==> src/rtl/load_store_unit.sv <==
// Multicycle RV64 load/store engine on a doubleword-wide data memory; partial stores do read-modify-write.
// Latency after accept: fault 1, sd 2, load L+1, partial store L+2 cycles. start is ignored while busy.
module load_store_unit #(
  parameter int unsigned MEM_LATENCY = 1
) (
  input  logic        clock,
  input  logic        reset,
  input  logic        start,
  input  logic        is_store,
  input  logic [2:0]  funct3,
  input  logic [63:0] addr,
  input  logic [63:0] wdata,
  output logic        busy,
  output logic        done,
  output logic        fault,
  output logic [63:0] rdata,
  output logic [63:0] mem_raddr,
  output logic [63:0] mem_waddr,
  output logic [63:0] mem_wdata,
  output logic        mem_wr,
  input  logic [63:0] mem_rdata
);

  typedef enum logic [1:0] {IDLE, RD, WR, DONE} state_t;

  localparam logic [2:0] LAT = 3'(MEM_LATENCY);

  state_t      state_q;
  logic [63:0] line_q;
  logic [63:0] wdat_q;
  logic [63:0] wbuf_q;
  logic [63:0] rdata_q;
  logic [2:0]  off_q;
  logic [2:0]  f3_q;
  logic [2:0]  cnt_q;
  logic        st_q;
  logic        fault_q;
  logic        busy_q;
  logic        done_q;
  logic        mem_wr_q;

  logic        acc_fault;
  logic [63:0] shifted;
  logic [63:0] rdata_d;
  logic [7:0]  size_mask;
  logic [7:0]  lane_mask;
  logic [63:0] wmask;
  logic [63:0] wshift;
  logic [63:0] wbuf_d;

  // Fault check works on the raw request so a bad access never leaves IDLE for RD/WR.
  always_comb begin
    acc_fault = 1'b0;
    if (!is_store && funct3 == 3'b111) acc_fault = 1'b1;
    if (is_store && funct3[2])         acc_fault = 1'b1;
    case (funct3[1:0])
      2'b01:   if (addr[0])             acc_fault = 1'b1;
      2'b10:   if (addr[1:0] != 2'b00)  acc_fault = 1'b1;
      2'b11:   if (addr[2:0] != 3'b000) acc_fault = 1'b1;
      default: ;
    endcase
  end

  always_comb begin
    shifted = mem_rdata >> {off_q, 3'b000};
    case (f3_q)
      3'b000:  rdata_d = {{56{shifted[7]}},  shifted[7:0]};
      3'b001:  rdata_d = {{48{shifted[15]}}, shifted[15:0]};
      3'b010:  rdata_d = {{32{shifted[31]}}, shifted[31:0]};
      3'b100:  rdata_d = {56'd0, shifted[7:0]};
      3'b101:  rdata_d = {48'd0, shifted[15:0]};
      3'b110:  rdata_d = {32'd0, shifted[31:0]};
      default: rdata_d = shifted;
    endcase
  end

  // Byte-enable mask of the addressed lanes, expanded to bits for the merge.
  always_comb begin
    case (f3_q[1:0])
      2'b00:   size_mask = 8'h01;
      2'b01:   size_mask = 8'h03;
      2'b10:   size_mask = 8'h0F;
      default: size_mask = 8'hFF;
    endcase
    lane_mask = size_mask << off_q;
    wmask = '0;
    for (int i = 0; i < 8; i++) begin
      wmask[8*i +: 8] = {8{lane_mask[i]}};
    end
    wshift = wdat_q << {off_q, 3'b000};
    wbuf_d = (mem_rdata & ~wmask) | (wshift & wmask);
  end

  always_ff @(posedge clock or negedge reset) begin
    if (!reset) begin
      state_q  <= IDLE;
      line_q   <= '0;
      wdat_q   <= '0;
      wbuf_q   <= '0;
      rdata_q  <= '0;
      off_q    <= '0;
      f3_q     <= '0;
      cnt_q    <= '0;
      st_q     <= 1'b0;
      fault_q  <= 1'b0;
      busy_q   <= 1'b0;
      done_q   <= 1'b0;
      mem_wr_q <= 1'b0;
    end else begin
      done_q   <= 1'b0;
      mem_wr_q <= 1'b0;
      case (state_q)
        IDLE: begin
          if (start) begin
            line_q  <= {addr[63:3], 3'b000};
            off_q   <= addr[2:0];
            f3_q    <= funct3;
            st_q    <= is_store;
            wdat_q  <= wdata;
            fault_q <= acc_fault;
            busy_q  <= 1'b1;
            if (acc_fault) begin
              state_q <= DONE;
              done_q  <= 1'b1;
            end else if (is_store && funct3[1:0] == 2'b11) begin
              wbuf_q   <= wdata;
              state_q  <= WR;
              mem_wr_q <= 1'b1;
            end else begin
              cnt_q   <= LAT;
              state_q <= RD;
            end
          end
        end
        RD: begin
          cnt_q <= cnt_q - 3'd1;
          if (cnt_q == 3'd1) begin
            if (st_q) begin
              wbuf_q   <= wbuf_d;
              state_q  <= WR;
              mem_wr_q <= 1'b1;
            end else begin
              rdata_q <= rdata_d;
              state_q <= DONE;
              done_q  <= 1'b1;
            end
          end
        end
        WR: begin
          state_q <= DONE;
          done_q  <= 1'b1;
        end
        DONE: begin
          state_q <= IDLE;
          busy_q  <= 1'b0;
        end
        default: state_q <= IDLE;
      endcase
    end
  end

  assign busy      = busy_q;
  assign done      = done_q;
  assign fault     = fault_q;
  assign rdata     = rdata_q;
  assign mem_raddr = line_q;
  assign mem_waddr = line_q;
  assign mem_wdata = wbuf_q;
  assign mem_wr    = mem_wr_q;

endmodule

==> config.mk <==
export PLATFORM = sky130hd
export DESIGN_NAME = load_store_unit
export DESIGN_NICKNAME = d
export VERILOG_FILES = /design/src/rtl/load_store_unit.sv
export SDC_FILE = /design/constraint.sdc
export NUM_CORES = 1
export LEC_CHECK = 0
export CORE_UTILIZATION = 30
export DETAILED_ROUTE_END_ITERATION = 8
export PLACE_DENSITY = 0.65
export RECOVER_POWER = 25
export SLEW_MARGIN = 20
export SYNTH_ARGS = -nofsm -noshare
export SYNTH_HDL_FRONTEND = slang
export SYNTH_SLANG_ARGS = --single-unit
==> constraint.sdc <==
create_clock -name clock -period 3.39 [get_ports clock]
set_input_delay 0.678 -clock clock [delete_from_list [all_inputs] [get_ports clock]]
set_output_delay 0.678 -clock clock [all_outputs]
set_load 0.005 [all_outputs]
[Yosys cells after proc, flatten, opt, wreduce, memory -nomap -nowiden]
Cells that the tools add are included.
Operators by class
  add/sub/neg operators: 1
  $mul: 0
  div/mod/pow operators: 0
  magnitude comparators: 0
  eq/ne operators: 21
  shifts and indexed selects: 3
  muxes and demuxes: 37
  bitwise gates (word level): 5
  reduce and logical (&&, ||, !) cells: 17
Operators with widths (number)
  64-bit case mux with 6 select lines: 1
  64-bit two-way mux: 5
  64-bit AND: 2
  64-bit case mux with 2 select lines: 1
  64-bit inverter: 1
  64-bit OR: 1
  64-bit by 6-bit left shift with 64-bit output: 1
  64-bit by 6-bit >> shifter with 64-bit output: 1
  8-bit case mux with 3 select lines: 1
  1-bit two-way mux: 16
  3-bit == test, second input constant: 4
  2-bit inequality test, second input constant: 6
  2-bit == test, second input constant: 5
  3-bit two-way mux: 3
  2-bit two-way mux: 4
  2-bit case mux with 4 select lines: 1
  8-bit by 3-bit left shift with 8-bit output: 1
  2-bit by 1-bit == test with 1-bit output, second input constant: 3
  3-bit by 1-bit == test with 1-bit output, second input constant: 2
  1-bit case mux with 3 select lines: 2
  3-bit case mux with 2 select lines: 1
  2-bit AND reduction: 3
  6-bit AND reduction: 1
  2-bit nonzero test: 3
  other kinds (11): 15
Word-level totals
  bits in registers: 269
  latch bits: 0
  bits in writable memories: 0
  bits in read-only memories: 0
  input bits: 199
  output and inout port bits: 260
  logic and storage cells: 97
  memories: 0

[Depth between registers and ports, before layout]
  depth after elaboration: 9
  gate-level depth with buffers: 10
  mapped depth without buffers: 7

[Least setup slack after synthesis]
OpenSTA, ideal clock, no wires.
  path type: input to register
  from: in mem_rdata[63]
  to: reg rdata_q[22] (netlist: rdata[22])
  library setup time: 0.082 ns
  arrival time: 2.186 ns
  required time: 3.308 ns
  setup slack: 1.122 ns
  stages on the path: 7
  buffers on the path: 2
  cells stage by stage: mux2i_1 > mux4_2 > or4_4 > and2_4 > buf_6 > buf_8 > a31oi_1
Between the ends
  cells in the longest elaborated chain, start to end: 2
RTL lines
  start, declared: RTL line 21  | input logic [63:0] mem_rdata
  64-bit by 6-bit >> shifter with 64-bit output: RTL line 65  | shifted = mem_rdata >> {off_q, 3'b000};
  64-bit case mux with 6 select lines: RTL line 66  | case (f3_q)
  end signal, assigned: RTL line 143  | rdata_q <= rdata_d;
  end, declared: RTL line 32  | logic [63:0] rdata_q;
No other way between the ends.
A chain may end at the register's enable or synchronous reset.

[Worst setup path after layout]
  from: reg off_q[0]
  to: reg wbuf_q[38] (netlist: mem_wdata[38])
Between the ends
  cells in the longest elaborated chain, start to end: 7
  elaborated cells on any way between the ends: 9
  classes of those cells: shift (2); mux (3); bitwise (4)
RTL lines
  start, declared: RTL line 33  | logic [2:0] off_q;
  start signal, assigned: RTL line 116  | off_q <= addr[2:0];
  branches (longest 3 deep; another with 64-bit by 6-bit left shift with 64-bit output)
  64-bit OR *: RTL line 91  | wbuf_d = (mem_rdata & ~wmask) | (wshift & wmask);
  64-bit two-way mux *: RTL line 138  | if (st_q) begin
  64-bit two-way mux *: RTL line 137  | if (cnt_q == 3'd1) begin
  64-bit case mux with 2 select lines *: RTL line 112  | case (state_q)
  end signal, assigned: RTL line 126  | wbuf_q <= wdata;
  end signal, assigned: RTL line 139  | wbuf_q <= wbuf_d;
  end, declared: RTL line 31  | logic [63:0] wbuf_q;
Every way passes the cells marked *. The select of a mux whose other input is x is not followed.

==> reports/metrics.cfg <==
[timing]
fin_ws_ps = 623
hold_viol = 0
rsz0062_at_grt = false
fin_skew_ps = 15.4
fin_hold_ws_ps = 479
fmax_mhz = 361
fin_crit_sh = 0.816
fin_crit_ps = 2770
slew_viol_final = 66
setup_viol = 0
timing_worst_slew_pin_value_ps = 1800
fin_tns_setup_ps = 0
maxSlewHeadroom = -0.202

[floorplanning]
io_pins = 459
die_height_um = 227
rows = 82
start_util = 0.304
coreArea_um2 = 50100
die-area_um2 = 51700
die_x_um = 227

[synth]
ys_seq_elements = 269
synth_edf_count = 0
netlist_top_cells_count = dfrtp_1 (269), mux2_2 (184), nand2_1 (148)
ys_types = 56
syn_area_um2 = 15200
netlist.area_leader.share = 0.442
yosysTopAreaCell = dfrtp_1
yosys-top-cells-area = dfrtp_1 (44%), mux2_2 (14%), mux4_2 (6.4%)
async_flop_share = 1.00
yosysSeqAreaShare = 0.442
yosysMostFrequentCell = dfrtp_1
yosys_most_used_dff = dfrtp_1
synthCells = 1423
postSynthAreaPerCell_um2 = 10.7
yosys_warnings = 0

[global_routing]
grt_usage = 0.235
grt_max_degree = 105
grt_first_pass_wirelength_mm = 88.8
antenna_found_initial = 17
grt_pass1_vias = 13000
grt_remaining_overflow = 0

[worst_setup_path]
r2r_slack_ps = 620
cp_data_arrival_time_ps = 3170
crit_path_max_fanout = 25
r2r-end = mem_wdata[38]
reg2reg_depth = 6
cp.required_ps = 3790
critPathLaunchType = register
path_class = reg -> reg
worstSetupEndpointType = register
r2r_start = off_q[0]

[routing]
routedWlPerCell_um = 24.8
route.detailed.drc = 0
vias_per_cell = 5.30
drt_iter0_markers = 1194
antenna_left = 0
route.vias.total = 13100
drtPass1Iterations = 5
drt-total-wl_mm = 61.5

[cells_and_area]
drive_gt1_frac = 0.195
syn2layout_area_growth_pct = 39.9
final_core_util = 0.426
nets = 1981
final_area_um2 = 21300
fillers = 4842
fin_cells = 2479

[placement]
port_buffers = 452
place.gp.congestion = 0.938
place_ws_ps = 288
place_area_um2 = 20000
hpwl_mm = 46.4
placedCellCount = 2411

[min_path]
hold-path-cell-count = 2
hold_class = reg -> reg
min_from = mem_wdata[40]
min_to = mem_wdata[40]

[clocking]
cts_setup_buffers = 0
ctsHoldBuffers = 0
cts_tree = yes
cts_root_buffer = clkbuf_16
clk_pin_slew_ps = 60
clock_latency_ps = 550
cts_max_level = 2
cts_resized = 0
clock_sinks = 269
clock_path_buffers = 3
cts_buffers = 35

[pwr]
power.density_nw_per_um2 = 1060
finalPower_mw = 22.6
power.leakage_nw = 8.53
worst_ir_drop_vdd_uv = 520

[status]
violations = max-capacitance violations, max-slew violations
status = finished with violations

[run]
drv_cap = 1

state kept, by name, summed over array words and instances, names as in the netlist:
signal / count
state_q: 2
wdat_q: 64
rdata: 64
f3_q: 3
st_q: 1
done: 1
cnt_q: 3
mem_wdata: 64
mem_raddr: 61
mem_wr: 1
busy: 1
fault: 1
off_q: 3
placed cells by master (no fill, tap or decap), types with 11 or more instances in the layout:
cell / Yosys / final
a211oi_1: 31 / 31
a21oi_1: 100 / 100
a31oi_1: 17 / 17
buf_4: 70 / 29
clkbuf_16: 0 / 37
clkdlybuf4s50_1: 0 / 451
dfrtp_1: 269 / 266
inv_1: 11 / 11
mux2_2: 184 / 184
mux2i_1: 76 / 76
mux4_2: 43 / 43
nand2_1: 148 / 147
nor2_1: 96 / 96
nor2b_1: 12 / 12
o21ai_0: 80 / 80
o221ai_1: 12 / 12
o22a_1: 23 / 23
o2bb2ai_1: 16 / 16
area by class of cell:
type | count | area, µm² | area share
clock buffers | 41 | 961 | 0.0451
repair buffers | 490 | 4900 | 0.230
flip-flops and latches | 269 | 6740 | 0.316
clock inverters | 21 | 333 | 0.0156
inverters | 13 | 48.8 | 0.00229
diodes | 6 | 15.0 | 0.000705
multi-input cells | 967 | 7460 | 0.350
well taps | 672 | 841 | 0.0395
worst max-delay path by stage:
stage | start | to | slack (ps) | depth (start not counted)
floorplan | mem_rdata[63] | rdata[22] | 1120 | 7
global placement | mem_rdata[63] | rdata[62] | 370 | 7
detailed placement | mem_rdata[55] | rdata[58] | 290 | 7
CTS | off_q[0] | rdata[58] | 660 | 7
global route | reset | mem_raddr[45] | 280 | 2
finish | off_q[0] | mem_wdata[38] | 620 | 6
power by group:
| group | switching [mW] | total [mW] | leakage, nW | internal, mW |
|---|---|---|---|---|
| Combinational | 5.56 | 12.0 | 4.74 | 6.40 |
| Clock | 1.55 | 4.21 | 0.619 | 2.65 |
| Sequential | 1.54 | 6.40 | 3.18 | 4.86 |
metal layers:
layer	global-route usage	vias up	wire, µm
li1	-	5836	-
met2	0.364	635	28100
met1	0.303	6541	24700
met5	0	-	175
met3	0.0903	109	6770
met4	0.0697	24	1720
worst max-delay path, cell delays in order (launching register included):
cell and delay (ps):
dfrtp_4 590, buf_4 430, a21oi_1 140, or3_1 510, and2_1 290, a211oi_1 460
o21ai_0 190
cells by family (layout without fill, tap and decap cells):
group | after synthesis | count (layout) | synth area share
AOI/OAI and AO/OA | 344 | 344 | 0.146
adders and majority gates | 6 | 6 | 0.00493
buffers and inverters | 192 | 565 | 0.0700
DFF | 269 | 269 | 0.442
muxes | 303 | 303 | 0.250
other | 1 | 12 | 0.000246
and+or+nand+nor | 308 | 308 | 0.0872
Power figures use the tool's default switching activity.
